[src/rtl/bit_stream_serializer_if.sv]
// Word handshake on the producer side and the serial stream toward the detector.
interface bit_stream_serializer_if #(
    parameter int WIDTH = 8
);
    logic             in_valid;
    logic             in_ready;
    logic [WIDTH-1:0] in_data;
    logic             data_out;
    logic             out_valid;
    logic             word_done;

    modport master (
        output in_valid,
        output in_data,
        input  in_ready,
        input  data_out,
        input  out_valid,
        input  word_done
    );

    modport slave (
        input  in_valid,
        input  in_data,
        output in_ready,
        output data_out,
        output out_valid,
        output word_done
    );
endinterface

[src/rtl/bit_stream_serializer.sv]
// Parallel-to-serial front end with a one-word holding register and an optional
// idle gap between words.
//
// state | meaning
// IDLE  | nothing shifting, data_out = IDLE_BIT
// SHIFT | one payload bit per cycle
// GAP   | GAP_CYCLES idle cycles after a word
module bit_stream_serializer #(
    parameter int WIDTH      = 8,
    parameter bit MSB_FIRST  = 1'b1,
    parameter int GAP_CYCLES = 0,
    parameter bit IDLE_BIT   = 1'b0
) (
    input  logic                   i_clk,
    input  logic                   i_reset,
    bit_stream_serializer_if.slave s_bus,
    output logic                   o_busy
);
    localparam int            CW       = $clog2(WIDTH);
    localparam logic [CW-1:0] LAST_BIT = CW'(WIDTH - 1);
    localparam logic [7:0]    GAP_LOAD = (GAP_CYCLES > 0) ? 8'(GAP_CYCLES - 1) : 8'd0;

    localparam logic [1:0] ST_IDLE  = 2'd0;
    localparam logic [1:0] ST_SHIFT = 2'd1;
    localparam logic [1:0] ST_GAP   = 2'd2;

    logic [1:0]       r_state;
    logic [WIDTH-1:0] r_shift;
    logic [CW-1:0]    r_bit_cnt;
    logic [7:0]       r_gap_cnt;
    logic [WIDTH-1:0] r_hold;
    logic             r_hold_full;

    logic             w_accept;
    logic             w_last_bit;
    logic             w_gap_last;
    logic             w_free;
    logic             w_load;
    logic [WIDTH-1:0] w_load_data;
    logic             w_shifting;

    assign w_shifting  = (r_state == ST_SHIFT);
    assign w_accept    = s_bus.in_valid && !r_hold_full;
    assign w_last_bit  = w_shifting && (r_bit_cnt == LAST_BIT);
    assign w_gap_last  = (r_state == ST_GAP) && (r_gap_cnt == 8'd0);
    assign w_free      = (r_state == ST_IDLE) || (w_last_bit && (GAP_CYCLES == 0)) || w_gap_last;
    assign w_load      = w_free && (r_hold_full || w_accept);
    // A full holding register blocks accepts, so it always wins the shifter.
    assign w_load_data = r_hold_full ? r_hold : s_bus.in_data;

    always_comb begin
        s_bus.in_ready  = !r_hold_full;
        s_bus.out_valid = w_shifting;
        s_bus.data_out  = IDLE_BIT;
        if (w_shifting) begin
            s_bus.data_out = MSB_FIRST ? r_shift[WIDTH-1] : r_shift[0];
        end
        s_bus.word_done = w_last_bit;
        o_busy          = (r_state != ST_IDLE) || r_hold_full;
    end

    always_ff @(posedge i_clk) begin
        if (i_reset) begin
            r_hold_full <= 1'b0;
            r_hold      <= '0;
        end else if (w_free && r_hold_full) begin
            r_hold_full <= 1'b0;
        end else if (w_accept && !w_free) begin
            r_hold      <= s_bus.in_data;
            r_hold_full <= 1'b1;
        end
    end

    always_ff @(posedge i_clk) begin
        if (i_reset) begin
            r_state   <= ST_IDLE;
            r_shift   <= '0;
            r_bit_cnt <= '0;
            r_gap_cnt <= '0;
        end else begin
            case (r_state)
                ST_IDLE: begin
                    if (w_load) begin
                        r_state   <= ST_SHIFT;
                        r_shift   <= w_load_data;
                        r_bit_cnt <= '0;
                    end
                end
                ST_SHIFT: begin
                    if (w_last_bit) begin
                        if (GAP_CYCLES > 0) begin
                            r_state   <= ST_GAP;
                            r_gap_cnt <= GAP_LOAD;
                        end else if (w_load) begin
                            r_shift   <= w_load_data;
                            r_bit_cnt <= '0;
                        end else begin
                            r_state <= ST_IDLE;
                        end
                    end else begin
                        r_bit_cnt <= r_bit_cnt + 1'b1;
                        if (MSB_FIRST) begin
                            r_shift <= {r_shift[WIDTH-2:0], 1'b0};
                        end else begin
                            r_shift <= {1'b0, r_shift[WIDTH-1:1]};
                        end
                    end
                end
                ST_GAP: begin
                    if (w_gap_last) begin
                        if (w_load) begin
                            r_state   <= ST_SHIFT;
                            r_shift   <= w_load_data;
                            r_bit_cnt <= '0;
                        end else begin
                            r_state <= ST_IDLE;
                        end
                    end else begin
                        r_gap_cnt <= r_gap_cnt - 8'd1;
                    end
                end
                default: r_state <= ST_IDLE;
            endcase
        end
    end
endmodule

[src/flat_wrapper.sv]
// flat-port wrapper written by rule: the top's interface ports become plain ports
module bit_stream_serializer_flat 
#(
    parameter int WIDTH      = 8,
    parameter bit MSB_FIRST  = 1'b1,
    parameter int GAP_CYCLES = 0,
    parameter bit IDLE_BIT   = 1'b0
)
  (i_clk, i_reset, o_busy, s_bus_in_valid, s_bus_in_data, s_bus_in_ready, s_bus_data_out, s_bus_out_valid, s_bus_word_done);
  bit_stream_serializer_if #(.WIDTH(WIDTH)) s_bus_i ();
  input  logic i_clk;
  input  logic i_reset;
  output logic o_busy;
  input wire logic [$bits(s_bus_i.in_valid)-1:0] s_bus_in_valid;
  input wire logic [$bits(s_bus_i.in_data)-1:0] s_bus_in_data;
  output wire logic [$bits(s_bus_i.in_ready)-1:0] s_bus_in_ready;
  output wire logic [$bits(s_bus_i.data_out)-1:0] s_bus_data_out;
  output wire logic [$bits(s_bus_i.out_valid)-1:0] s_bus_out_valid;
  output wire logic [$bits(s_bus_i.word_done)-1:0] s_bus_word_done;
  assign s_bus_i.in_valid = s_bus_in_valid;
  assign s_bus_i.in_data = s_bus_in_data;
  assign s_bus_in_ready = s_bus_i.in_ready;
  assign s_bus_data_out = s_bus_i.data_out;
  assign s_bus_out_valid = s_bus_i.out_valid;
  assign s_bus_word_done = s_bus_i.word_done;
  bit_stream_serializer #(.WIDTH(WIDTH), .MSB_FIRST(MSB_FIRST), .GAP_CYCLES(GAP_CYCLES), .IDLE_BIT(IDLE_BIT)) u_core (.i_clk(i_clk), .i_reset(i_reset), .s_bus(s_bus_i), .o_busy(o_busy));
endmodule
[config.mk]
export PLATFORM = sky130hd
export DESIGN_NAME = bit_stream_serializer_flat
export DESIGN_NICKNAME = d
export VERILOG_FILES = /design/src/rtl/bit_stream_serializer_if.sv /design/src/rtl/bit_stream_serializer.sv /design/src/flat_wrapper.sv
export SDC_FILE = /design/constraint.sdc
export NUM_CORES = 1
export LEC_CHECK = 0
export ABC_AREA = 0
export ABC_CLOCK_PERIOD_IN_PS = 1500
export BUFFER_PORTS_ARGS = -buffer_cell sky130_fd_sc_hd__buf_2
export CAP_MARGIN = 25
export CORE_ASPECT_RATIO = 1.1
export CORE_MARGIN = 3
export CORE_UTILIZATION = 25
export DETAILED_ROUTE_END_ITERATION = 16
export SYNTH_ARGS = -nofsm -noshare
export SYNTH_HDL_FRONTEND = slang
export SYNTH_SLANG_ARGS = --single-unit
export TNS_END_PERCENT = 30
[constraint.sdc]
create_clock -name i_clk -period 1.5 [get_ports i_clk]
set_input_delay 0.3 -clock i_clk [delete_from_list [all_inputs] [get_ports i_clk]]
set_output_delay 0.3 -clock i_clk [all_outputs]
set_load 0.01 [all_outputs]
==> results of run 1 <==
-- stage by stage --
stage               cell area, um^2  setup WS [ns]  setup TNS (ns)
finish                         1190        0.00367               0
global route                   1190        -0.0584          -0.522
CTS                            1180       0.000270               0
detailed placement             1110        -0.0830          -0.914
global placement               1110        -0.0432          -0.317
floorplan                       982        0.00533               0
-- flip-flops by register name, indices dropped and copies added (netlist names) --
| register | count |
|---|---|
| u_core.r_shift | 8 |
| u_core.r_hold | 8 |
| u_core.r_bit_cnt | 3 |
| u_core.r_hold_full | 1 |
| u_core.r_state | 1 |
-- worst max-delay path, delay by kind of cell (launching register included) --
kind,cells,cell delay (ns)
and+or+nand+nor,2,0.37
DFF,1,0.34
adders and majority gates,2,0.33
muxes,1,0.19
buffers and inverters,1,0.14
-- per-layer routing --
metal	track usage, %	part of all wire (%)	vias up
met5	0	0	-
met4	4.15	0.87	0
met3	1.10	4.2	2
met2	15.8	48	21
met1	13.9	47	378
li1	-	-	403
-- where the power goes --
| group | switching, uW | leakage, uW | internal (uW) |
|---|---|---|---|
| logic | 97.1 | 0.000270 | 89.9 |
| registers | 21.8 | 0.000173 | 595 |
| clock network | 169 | 0.0000228 | 189 |
-- kinds of logic (layout without fill, tap and decap cells) --
logic type,after synthesis,in the layout,synth area share (%)
AOI/OAI and AO/OA,12,12,9.81
buffers and inverters,9,24,7.13
and+or+nand+nor,51,51,28.5
DFF,21,21,42.8
muxes,9,9,9.17
adders and majority gates,2,2,2.55
-- area by class of cell --
cell class | count | area [um^2] | share of cell area [%]
repair buffers | 19 | 130 | 11.0
multi-input cells | 74 | 522 | 44.0
inverters | 1 | 3.75 | 0.316
clock buffers | 4 | 45.0 | 3.80
flip-flops and latches | 21 | 423 | 35.7
well taps | 50 | 62.6 | 5.27
-- cell usage in the layout, fill, tap and decap left out, drive strengths merged --
cell type,count
buf,19
nor2,17
nor3,8
mux2i,9
inv,1
nand3,3
nand2b,1
dfxtp,21
and4bb,1
and2b,6
nand2,2
nor4,7
ha,2
or2b,1
a21oi,4
nor2b,2
or2,1
a2111oi,8
and2,2
clkbuf,4
-- repair_timing --
item,in CTS,in global routing
resized for setup,7,3
cloned,0,0
pin swaps,1,0
endpoints found under the hold margin,0,0
endpoints found under the setup margin,19,14
-- final timing paths --
path	end	slack (ns)	depth (start not counted)
max reg2reg	u_core.r_hold[4]	0.004	6
min reg2reg	u_core.r_shift[7]	0.49	2
min	u_core.r_hold[0]	0.30	3
max	u_core.r_hold[4]	0.004	6
==> impl_results.md, run 1 <==
- Outcome: complete, no violations
- Pwr Total: 1160 uW
- Final-layout fill cell count: 390
- Wire length of the first global-routing pass: 3.75 mm
- GRT Resource Usage Total: 10.1%
- Worst setup skew after layout: 0.00179 ns
- Number of inserted diodes: 0
- Placed cell count: 165
- Async SR Flop Fraction: 0%
- Antenna viol nets, final: 0
- Type of element launching the critical path: flip-flop
- Total number of vias: 804
- Crit share post-route: 99.8%
- Top cell types by occurrence after synthesis: sky130_fd_sc_hd__dfxtp_1, sky130_fd_sc_hd__nor2_1, sky130_fd_sc_hd__mux2i_1
- Fraction of the yosys area taken by sequential cells: 42.8%
- Launching element of the worst setup path: u_core.r_bit_cnt[0]
- Clock net sink count: 21
- Number of buffers added on ports: 15
- Initial cell density of the core: 26.5%
- Ys flop type: sky130_fd_sc_hd__dfxtp_1
- Area of the placeable core: 3710 um^2
- Yosys reg bits: 21
- Vias per cell: 4.76
- Cell Rows: 23
- Routed wire length per instance: 13.0 um
- Count of cell types in the netlist: 24
- Setup repair after global routing missed its margin: yes
- Area Overhead vs Synth: 20.8%
- Number of buffers added for setup after CTS: 0
- Hold_buf cts: 0
- Total DRC errors in the routed layout: 0
- Origin of the worst min-delay path: s_bus_in_data[0]
- Skew-Pair Late Insertion Delay: 0.25 ns
- Crit-path cells: ha_4 > ha_4 > and4bb_2 > buf_12 > mux2i_1 > nor2_1
- Beginning of the worst register-to-register path: u_core.r_bit_cnt[0]
- Nature of the critical path endpoint: flip-flop
- Data arrival time of the critical path: 1.63 ns
- Relative slew slack: 75.4%
- Die Width: 65.8 um
- Net count after synthesis: 117
- Via count of the first global-routing pass: 797
- Setup-failing EPs final: 0
- Most numerous cell on the critical path: sky130_fd_sc_hd__ha_4
- Mean cell area of the mapped netlist: 9.44 um^2
- TritonCTS clock tree: yes
- Crit path max-delay cell type: sky130_fd_sc_hd__dfxtp_2
- Final count of hold timing violations: 0
- Kind of path behind the tightest hold check: in2reg
- Most frequent cell after synthesis: sky130_fd_sc_hd__dfxtp_1
- Top-Level Pins: 16
- Worst hold margin: 0.300 ns
- NumNets Final: 133
- Initial antenna violation count: 0
- CP Data Required Time: 1.64 ns
- Height of the die: 71.7 um
- Crit-path max cell delay: 0.34 ns
- Setup Crit Path Kind: reg2reg
- Transition at the pin with the smallest max-transition slack: 0.360 ns
- Peak Freq: 668 MHz
- Power per standard cell area: 979 nW/um^2
- VDD IR max: 0.275 mV
- Post-synth top area cell: sky130_fd_sc_hd__dfxtp_1
- Pin count of the biggest net entering global routing: 22
- Maximum root-to-sink buffer count: 2
- Clock root buffer: sky130_fd_sc_hd__clkbuf_8
- Post-synth EDFFs: 0
- Final worst path period need: 1.50 ns
- Number of instances in the synthesized netlist: 104
- Top cells by area in the synthesized netlist: sky130_fd_sc_hd__dfxtp_1, sky130_fd_sc_hd__mux2i_1, sky130_fd_sc_hd__nor2_1, sky130_fd_sc_hd__a2111oi_0, sky130_fd_sc_hd__and2b_1
- Detailed-route wire length: 2.19 mm
- Leak: 0.000466 uW
- Clock-pin slew reported for the worst setup and hold paths after clock tree synthesis: 0.07 ns
- First drt pass iteration count: 4
- Total number of yosys warnings: 0
- Final core utilization: 32.0%
- Share of Yosys cell area claimed by the top area cell type: 42.8%
- Share of final-layout standard cells stronger than drive strength 1: 26.9%
- Routability cong.: 0.696
- Area of the die: 4720 um^2
- Cell area after synthesis: 982 um^2
- Pins over their slew limit: 0
- CTS buffer count: 3
- H-tree depth: 1
- Max-cap violations: 0
- CP Max Fanout: 8
- Post-detailed-placement half-perimeter wirelength: 1.51 mm
- Final Instance Count excl. Fillers: 169
- GRT overflow: 0
- Initial drt markers: 58
No activity file was read; power rests on OpenSTA's default activity.
==> run 2: changes to the inputs <==
- MAX_ROUTING_LAYER: unset -> met4
==> impl_results.md, run 2 (synthesis results as in run 1) <==
- Cell Rows: 23
- Setup-failing EPs final: 0
- Leading cell types in the layout, fill and taps excluded: sky130_fd_sc_hd__dfxtp_1, sky130_fd_sc_hd__nor2_1, sky130_fd_sc_hd__buf_2
- CP Max Fanout: 8
- Post-detailed-placement half-perimeter wirelength: 1.51 mm
- VDD IR max: 0.273 mV
- Data arrival time of the critical path: 1.63 ns
- Relative slew slack: 75.6%
- Kind of path behind the tightest hold check: in2reg
- Sequential cell area: 423 um^2
- First drt pass iteration count: 4
- Type of element launching the critical path: flip-flop
- Final worst path period need: 1.50 ns
- Final-layout fill cell count: 390
- Top-Level Pins: 16
- TritonCTS clock tree: yes
- Share of final-layout standard cells stronger than drive strength 1: 26.9%
- Final count of hold timing violations: 0
- GRT Resource Usage Total: 10.3%
- Worst hold margin: 0.299 ns
- Die Width: 65.8 um
- Maximum root-to-sink buffer count: 2
- Hold_buf cts: 0
- Vias per cell: 4.76
- GRT overflow: 0
- Setup repair after global routing missed its margin: yes
- Detailed-route wire length: 2.20 mm
- Initial cell density of the core: 26.5%
- Total number of vias: 804
- Peak Freq: 668 MHz
- Crit share post-route: 99.8%
- Area Overhead vs Synth: 20.8%
- CP Data Required Time: 1.64 ns
- Instance count along the most critical hold path: 3
- Regs by FF count: u_core.r_hold x8, u_core.r_shift x8, u_core.r_bit_cnt x3
- Routability cong.: 0.704
- Outcome: complete, no violations
- Power per standard cell area: 980 nW/um^2
- Worst setup skew after layout: 0.00120 ns
- Number of inserted diodes: 0
- Clock root buffer: sky130_fd_sc_hd__clkbuf_8
- NumNets Final: 133
- Initial antenna violation count: 0
- Nature of the critical path endpoint: flip-flop
- Routed wire length per instance: 13.0 um
- Initial drt markers: 58
- Pre-CTS setup slack: -0.0830 ns
- Total area of multi-input combinational cells: 522 um^2
- Skew-Pair Late Insertion Delay: 0.25 ns
- Max-cap violations: 0
- Pwr Total: 1160 uW
- Clock net sink count: 21
- Most common cell after layout, fill and taps aside: sky130_fd_sc_hd__dfxtp_1
- Pins over their slew limit: 0
- Depth of the most critical reg-to-reg path: 6
- Wire length of the first global-routing pass: 3.75 mm
- Height of the die: 71.7 um
- Via count of the first global-routing pass: 797
- Pin count of the biggest net entering global routing: 22
- Number of buffers added on ports: 15
- Leak: 0.000466 uW
- Area of the placeable core: 3710 um^2
- H-tree depth: 1
- CTS buffer count: 3
- Final core utilization: 32.0%
- Transition at the pin with the smallest max-transition slack: 0.357 ns
- Final critical-path setup slack: 0.00295 ns
- Clock-pin slew reported for the worst setup and hold paths after clock tree synthesis: 0.07 ns
- Antenna viol nets, final: 0
- Number of buffers added for setup after CTS: 0
- Setup Crit Path Kind: reg2reg
- Total DRC errors in the routed layout: 0
- Area of the die: 4720 um^2
[run 2: cell counts in the layout (fill, tap and decap cells not counted)]
Identical to the previous run, type by type.
[run 2: worst max-delay path, cell delays in order, from the launching register on]
cell                       delay (ns)
sky130_fd_sc_hd__dfxtp_2         0.34
sky130_fd_sc_hd__ha_4            0.16
sky130_fd_sc_hd__ha_4            0.17
sky130_fd_sc_hd__and4bb_2        0.32
sky130_fd_sc_hd__buf_12          0.14
sky130_fd_sc_hd__mux2i_1         0.19
sky130_fd_sc_hd__nor2_1          0.05
[run 2: what timing repair did]
| action | in CTS | in global routing |
|---|---|---|
| endpoints found under the setup margin | 19 | 14 |
| pin swaps | 1 | 0 |
| gates resized for setup | 7 | 3 |
[run 2: worst paths after layout]
kind | to | startpoint | slack [ns]
min reg2reg | u_core.r_shift[7] | u_core.r_shift[6] | 0.49
max reg2reg | u_core.r_hold[4] | u_core.r_bit_cnt[0] | 0.003
max | u_core.r_hold[4] | u_core.r_bit_cnt[0] | 0.003
min | u_core.r_hold[1] | s_bus_in_data[1] | 0.30
[run 2: cell type report]
type	count	share of cell area, %
tap	50	5.27
multi-input combinational	74	44.0
sequential	21	35.7
clock buffer	4	3.80
timing repair buffer	19	11.0
inverter	1	0.316
[run 2: metrics by stage]
step	TNS [ns]	cells	area [um^2]
6_report	0	169	1190
5_1_grt	-0.523	169	1190
4_1_cts	0	169	1180
3_5_place_dp	-0.914	165	1110
3_3_place_gp	-0.317	165	1110
2_1_floorplan	0	104	982
[run 2: layer usage]
| layer | track usage, % | vias to the layer above | part of all wire [%] |
|---|---|---|---|
| li1 | - | 403 | - |
| met1 | 13.8 | 381 | 48 |
| met2 | 16.0 | 16 | 48 |
| met3 | 0.940 | 4 | 2.4 |
| met4 | 4.15 | 0 | 1.4 |
| met5 | - | - | 0 |
[run 2: power breakdown]
group          switching [uW]  leakage, uW  internal, uW  total [uW]
Clock                     169    0.0000228           189         358
Combinational            97.2     0.000270          89.9         187
Sequential               22.0     0.000173           595         617
